[src/rtl/connect4_pkg.sv]
// -----------------------------------------------------------------------------
// connect4_pkg
// Shared types and width helpers for the Connect-4 turn timer.
//   timer_state_t  : IDLE / RUN / PAUSED / EXPIRED
//   player_width() : bits needed for the player index, never less than 1
//   seconds_width(): bits needed to hold 0..TIMEOUT_S
// -----------------------------------------------------------------------------
package connect4_pkg;

  typedef enum logic [1:0] {
    IDLE    = 2'd0,
    RUN     = 2'd1,
    PAUSED  = 2'd2,
    EXPIRED = 2'd3
  } timer_state_t;

  function automatic int player_width(input int n_players);
    return (n_players <= 2) ? 1 : $clog2(n_players);
  endfunction

  function automatic int seconds_width(input int timeout_s);
    return $clog2(timeout_s + 1);
  endfunction

endpackage

[src/rtl/connect4_turn_timer_prescaler.sv]
// -----------------------------------------------------------------------------
// tick_prescaler
// Divides the system clock down to a one-second tick.
//   clk  : system clock
//   rst  : asynchronous active-low reset
//   en   : count this cycle (timer is running)
//   clr  : force the count back to 0 (wins over en)
//   tick : high in the cycle where the count sits at CLK_HZ-1 while enabled;
//          the count wraps to 0 on that same edge
// -----------------------------------------------------------------------------
module tick_prescaler #(
  parameter int CLK_HZ = 50_000_000
) (
  input  logic clk,
  input  logic rst,
  input  logic en,
  input  logic clr,
  output logic tick
);

  localparam int CW = $clog2(CLK_HZ);
  localparam logic [CW-1:0] LAST = CW'(CLK_HZ - 1);

  logic [CW-1:0] cnt_q;
  logic [CW-1:0] cnt_d;

  // tick depends only on registered count and the enable, which the parent
  // derives from its state register, so no input reaches tick directly.
  assign tick = en && (cnt_q == LAST);

  always_comb begin
    cnt_d = cnt_q;
    if (clr) begin
      cnt_d = '0;
    end else if (en) begin
      cnt_d = tick ? '0 : cnt_q + CW'(1);
    end
  end

  always_ff @(posedge clk or negedge rst) begin
    if (!rst) begin
      cnt_q <= '0;
    end else begin
      cnt_q <= cnt_d;
    end
  end

endmodule

[src/rtl/connect4_turn_timer.sv]
// -----------------------------------------------------------------------------
// connect4_turn_timer
// Per-turn countdown timer with N-player rotation, pause, abort and a choice of
// auto-pass or halt on timeout.
//
// Parameters:
//   CLK_HZ    : clock cycles per second (>= 2)
//   TIMEOUT_S : turn length in seconds (>= 1)
//   WARN_S    : warn threshold in seconds (< TIMEOUT_S)
//   N_PLAYERS : players in rotation (>= 2)
//   AUTO_PASS : 1 = pass the turn and keep running on timeout, 0 = halt
//
// Ports:
//   clk          : system clock
//   rst          : asynchronous active-low reset
//   start        : pulse, begins or re-arms a turn from IDLE or EXPIRED
//   abort        : synchronous return to IDLE from any state
//   pause        : level, freezes the countdown while in RUN
//   move_valid   : pulse, current player made a legal move
//   player       : index of the current player
//   seconds_left : remaining whole seconds of the current turn
//   warn         : RUN/PAUSED with seconds_left <= WARN_S
//   done         : one-cycle timeout pulse
//   state_dbg    : current FSM state, for observation only
//
// Event priority each cycle: abort > start > move_valid > tick > pause.
// All outputs come from registers or a decode of registers only.
// -----------------------------------------------------------------------------
module connect4_turn_timer
  import connect4_pkg::*;
#(
  parameter int CLK_HZ    = 50_000_000,
  parameter int TIMEOUT_S = 15,
  parameter int WARN_S    = 5,
  parameter int N_PLAYERS = 2,
  parameter int AUTO_PASS = 1
) (
  input  logic                                   clk,
  input  logic                                   rst,
  input  logic                                   start,
  input  logic                                   abort,
  input  logic                                   pause,
  input  logic                                   move_valid,
  output logic [player_width(N_PLAYERS)-1:0]     player,
  output logic [seconds_width(TIMEOUT_S)-1:0]    seconds_left,
  output logic                                   warn,
  output logic                                   done,
  output timer_state_t                           state_dbg
);

  localparam int PW = player_width(N_PLAYERS);
  localparam int SW = seconds_width(TIMEOUT_S);

  localparam logic [SW-1:0] TIMEOUT_V = SW'(TIMEOUT_S);
  localparam logic [SW-1:0] WARN_V    = SW'(WARN_S);
  localparam logic [SW-1:0] ONE_S     = SW'(1);
  localparam logic [PW-1:0] LAST_P    = PW'(N_PLAYERS - 1);

  timer_state_t  state_q;
  logic [PW-1:0] player_q;
  logic [SW-1:0] seconds_q;
  logic          done_q;

  logic          start_ok;
  logic          presc_en;
  logic          presc_clr;
  logic          tick;
  logic [PW-1:0] next_player;

  // start is only honoured when no turn is in progress.
  assign start_ok = start && ((state_q == IDLE) || (state_q == EXPIRED));

  assign next_player = (player_q == LAST_P) ? '0 : player_q + PW'(1);

  // The prescaler only advances in RUN, so PAUSED cycles push the deadline
  // out one cycle each and resume from the held count. On a timeout the
  // prescaler wraps to 0 on its own, so no explicit clear is needed there.
  assign presc_en  = (state_q == RUN);
  assign presc_clr = abort || start_ok || ((state_q == RUN) && move_valid);

  tick_prescaler #(
    .CLK_HZ(CLK_HZ)
  ) u_prescaler (
    .clk (clk),
    .rst (rst),
    .en  (presc_en),
    .clr (presc_clr),
    .tick(tick)
  );

  always_ff @(posedge clk or negedge rst) begin
    if (!rst) begin
      state_q   <= IDLE;
      player_q  <= '0;
      seconds_q <= '0;
      done_q    <= 1'b0;
    end else begin
      done_q <= 1'b0;
      if (abort) begin
        state_q   <= IDLE;
        seconds_q <= '0;
      end else if (start_ok) begin
        state_q   <= RUN;
        seconds_q <= TIMEOUT_V;
      end else begin
        case (state_q)
          RUN: begin
            if (move_valid) begin
              // A move on the final tick wins: the turn passes without done.
              player_q  <= next_player;
              seconds_q <= TIMEOUT_V;
            end else if (tick) begin
              if (seconds_q == ONE_S) begin
                done_q   <= 1'b1;
                player_q <= next_player;
                if (AUTO_PASS != 0) begin
                  seconds_q <= TIMEOUT_V;
                end else begin
                  seconds_q <= '0;
                  state_q   <= EXPIRED;
                end
              end else begin
                seconds_q <= seconds_q - ONE_S;
              end
            end else if (pause) begin
              state_q <= PAUSED;
            end
          end
          PAUSED: begin
            if (!pause) begin
              state_q <= RUN;
            end
          end
          default: begin
            // IDLE and EXPIRED wait for start or abort.
          end
        endcase
      end
    end
  end

  assign player       = player_q;
  assign seconds_left = seconds_q;
  assign done         = done_q;
  assign state_dbg    = state_q;
  assign warn         = ((state_q == RUN) || (state_q == PAUSED)) && (seconds_q <= WARN_V);

endmodule

[config.mk]
export PLATFORM = sky130hd
export DESIGN_NAME = connect4_turn_timer
export DESIGN_NICKNAME = d
export VERILOG_FILES = /design/src/rtl/connect4_pkg.sv /design/src/rtl/connect4_turn_timer_prescaler.sv /design/src/rtl/connect4_turn_timer.sv
export SDC_FILE = /design/constraint.sdc
export NUM_CORES = 1
export LEC_CHECK = 0
export CORE_UTILIZATION = 57
export DETAILED_ROUTE_END_ITERATION = 7
export GPL_TIMING_DRIVEN = 0
export MAX_ROUTING_LAYER = met4
export PLACE_DENSITY = 0.77
export SLEW_MARGIN = 20
export SYNTH_ARGS = -nofsm -noshare
export SYNTH_HDL_FRONTEND = slang
export SYNTH_SLANG_ARGS = --single-unit
[constraint.sdc]
create_clock -name clk -period 2.4 [get_ports clk]
set_input_delay 0.6 -clock clk [delete_from_list [all_inputs] [get_ports clk]]
set_output_delay 0.6 -clock clk [all_outputs]
set_load 0.02 [all_outputs]
==> summary.md <==
| Metric | Value |
|---|---|
| Max VDD drop | 294 uV |
| Yosys reg bits | 34 |
| H-tree depth | 2 |
| Register area | 851 um2 |
| Setup crit end kind | flip-flop |
| Root buffer cell | clkbuf_4 |
| Outcome | completed |
| Sequential-to-total area share from yosys stat | 45.0% |
| Routability cong. | 0.919 |
| Power per cell area | 727 nW/um2 |
| Synth Area per Inst | 9.45 um2 |
| Setup violations, final | 0 |
| Cts bufs inserted | 5 |
| Filler instances | 268 |
| Ant diodes | 0 |
| Dominant cells by area after synthesis | dfrtp_1, nand4_1, xnor2_1, nor2_1, xor2_1 |
| Synth area leader | dfrtp_1 |
| Area Growth Syn to Fin | 13.1% |
| Core Util, Final | 68.9% |
| Half-perimeter wire length after detailed placement | 2850 um |
| Largest net degree at the start of global routing | 35 |
| Yosys cell types | 40 |
| # port buffers | 13 |
| Most frequent cells after synthesis | dfrtp_1, nor2_1, nand2_1, nand4_1, a21oi_1 |
| Max Used Layer | met4 |
| Power Total | 1.55 mW |
| Placed insts | 257 |
| Leakage power | 0.864 nW |
| CTS tree | built |
| Post-synth top area share | 45.0% |
| DR WL met3 | 170 um |
| Core box area | 3100 um2 |
| Post-placement worst setup slack | -0.292 ns |
| Yosys warning count | 0 |
| Slew HR | 49.4% |
| Endpoints failing hold | 0 |
| Multi-input gate area | 998 um2 |
| RSZ-0062 raised after global routing | true |
| Async SR Flop Fraction | 100% |
| Final min period | 2.28 ns |
| Highest clock rate | 439 MHz |
| Total Wirelength | 3920 um |
| Slew at the pin closest to its max-slew limit | 0.759 ns |
| Share of layout cells above drive strength 1 | 10.9% |
| Die X | 59.6 um |
| Max_cap viols | 0 |
| Wire length on met1 | 1820 um |
| Setup crit start kind | flip-flop |
| Met2 wire length | 1860 um |
| EDFF count, synth | 0 |
| Kind of critical path | flip-flop to flip-flop |
| First-pass GRT wire length | 6650 um |
| First-pass iteration count of the detailed router | 4 |
| Initial core utilization | 60.9% |
| Worst Clk Skew | 0.0159 ns |
| Vias per Instance | 5.99 |
| Syn Nets | 211 |
| Worst-path clk slew | 0.11 ns |
| Crit Path Max Fanout | 6 |
| Critical path arrival | 2.52 ns |
| Vias in the first global route | 1,481 |
| NumNets Final | 231 |
| Routed length per instance | 14.8 um |
| Die footprint | 3550 um2 |
| Clock Sinks | 34 |
| Drt initial violations | 144 |
| Total gr overflow | 0 |
| Global-route usage over all layers | 26.4% |
| Via count | 1,587 |
| Clk_lat worst skew | 0.35 ns |
| Most common cell in the netlist | dfrtp_1 |
| I/O pin total | 15 |
| Worst EP required | 2.64 ns |
| Rows | 20 |
| PnR worst setup slack | 0.120 ns |
| Mapped Cells | 200 |
| Worst min path class | input port to async pin |
| Die Ht | 59.6 um |
| Initial antenna violation count | 0 |
| Final Max Slew Viols | 0 |
| Setup_tns | 0 ns |
| Most used DFF post-synth | dfrtp_1 |
| Post-Layout Cell Count | 265 |
| DRC viols | 0 |
| Final period util | 95.0% |
| Max Buffers Root-to-Sink | 2 |
| Post-synthesis cell area | 1890 um2 |
| Routed Antenna Nets | 0 |
sequential cells by signal (all words and copies together) (netlist names):
name,count
player,1
u_prescaler.cnt_q,26
state_dbg,2
seconds_left,4
done,1
path summary, 6_finish.rpt:
| kind | from | to | slack (ns) | cells after the start |
|---|---|---|---|---|
| worst max register to register | state_dbg[1]$_DFFE_PN0P_ | state_dbg[1]$_DFFE_PN0P_ | 0.12 | 7 |
| worst max-delay path | state_dbg[1]$_DFFE_PN0P_ | state_dbg[1]$_DFFE_PN0P_ | 0.12 | 7 |
| min in group clk | player$_DFFE_PN0P_ | player$_DFFE_PN0P_ | 0.49 | 1 |
| worst min register to register | player$_DFFE_PN0P_ | player$_DFFE_PN0P_ | 0.49 | 1 |
| max in group asynchronous | rst | u_prescaler.cnt_q[14]$_DFFE_PN0P_ | 1.60 | 1 |
| worst min-delay path | rst | u_prescaler.cnt_q[19]$_DFFE_PN0P_ | 0.31 | 1 |
worst max-delay path, cell delays in order, from the launching register on:
cell      delay [ns]
dfrtp_1         0.41
inv_1           0.09
ha_2            0.25
and4bb_1        0.21
nand4_1         0.23
or4_1           0.60
a211o_1         0.32
o31ai_1         0.08
cells in the final DEF (no fill, tap or decap), types with 2 or more instances in the layout:
cell type,n
dfrtp_1,34
nor2_1,23
nand4_1,14
nand2_1,14
a21oi_1,12
clkdlybuf4s50_1,11
xnor2_1,10
xor2_1,9
inv_1,8
nor3_1,7
nand3_1,6
buf_2,5
and3_1,5
o21ai_0,5
clkbuf_4,5
nand2b_1,4
ha_1,4
nor3b_1,3
a22o_1,3
a31oi_1,3
nor4_2,3
a211oi_1,2
a21o_1,2
nor4_1,2
or3_1,2
clkbuf_1,2
a211o_1,2
a31o_2,2
nor2b_1,2
report_power, final:
part / switching, mW / leakage, nW / internal, mW / total (mW)
registers: 0.0560 / 0.463 / 0.625 / 0.681
clock network: 0.194 / 0.0353 / 0.142 / 0.336
logic: 0.314 / 0.365 / 0.224 / 0.538
total: 0.564 / 0.864 / 0.991 / 1.55
through the flow:
step | hold WS, ns | cell area [um2]
floorplan | 0.304 | 1890
global placement | 0.462 | 2080
detailed placement | 0.481 | 2070
CTS | 0.337 | 2140
global route | 0.350 | 2140
finish | 0.313 | 2140
cells by family after synthesis:
group | count (synthesis) | synth area share, %
AND/OR/NAND/NOR | 91 | 26.2
flip-flops | 34 | 45.0
AO/OA/AOI/OAI | 36 | 12.7
adder cells (fa/ha/maj) | 5 | 3.31
multiplexers | 2 | 1.13
buffers and inverters | 13 | 2.85
XOR/XNOR | 19 | 8.80
cell type report:
class | count | share of cell area (%)
multi-input cells | 153 | 46.7
flip-flops and latches | 34 | 39.8
repair buffers | 13 | 5.62
clock buffers | 7 | 2.57
well taps | 44 | 2.57
inverters | 8 | 1.40
plain buffers | 5 | 1.11
clock inverters | 1 | 0.234
timing repair:
item | CTS | global route
gates resized for setup | 2 | 5
hold buffers | 0 | 0
endpoints found under the setup margin | 3 | 22
buffers inserted | 0 | 0
metal layers:
metal,GRT usage [%],vias up
li1,-,768
met1,32.2,772
met2,42.1,39
met3,7.21,8
met4,9.63,0
met5,-,-
Power figures use the tool's default switching activity.
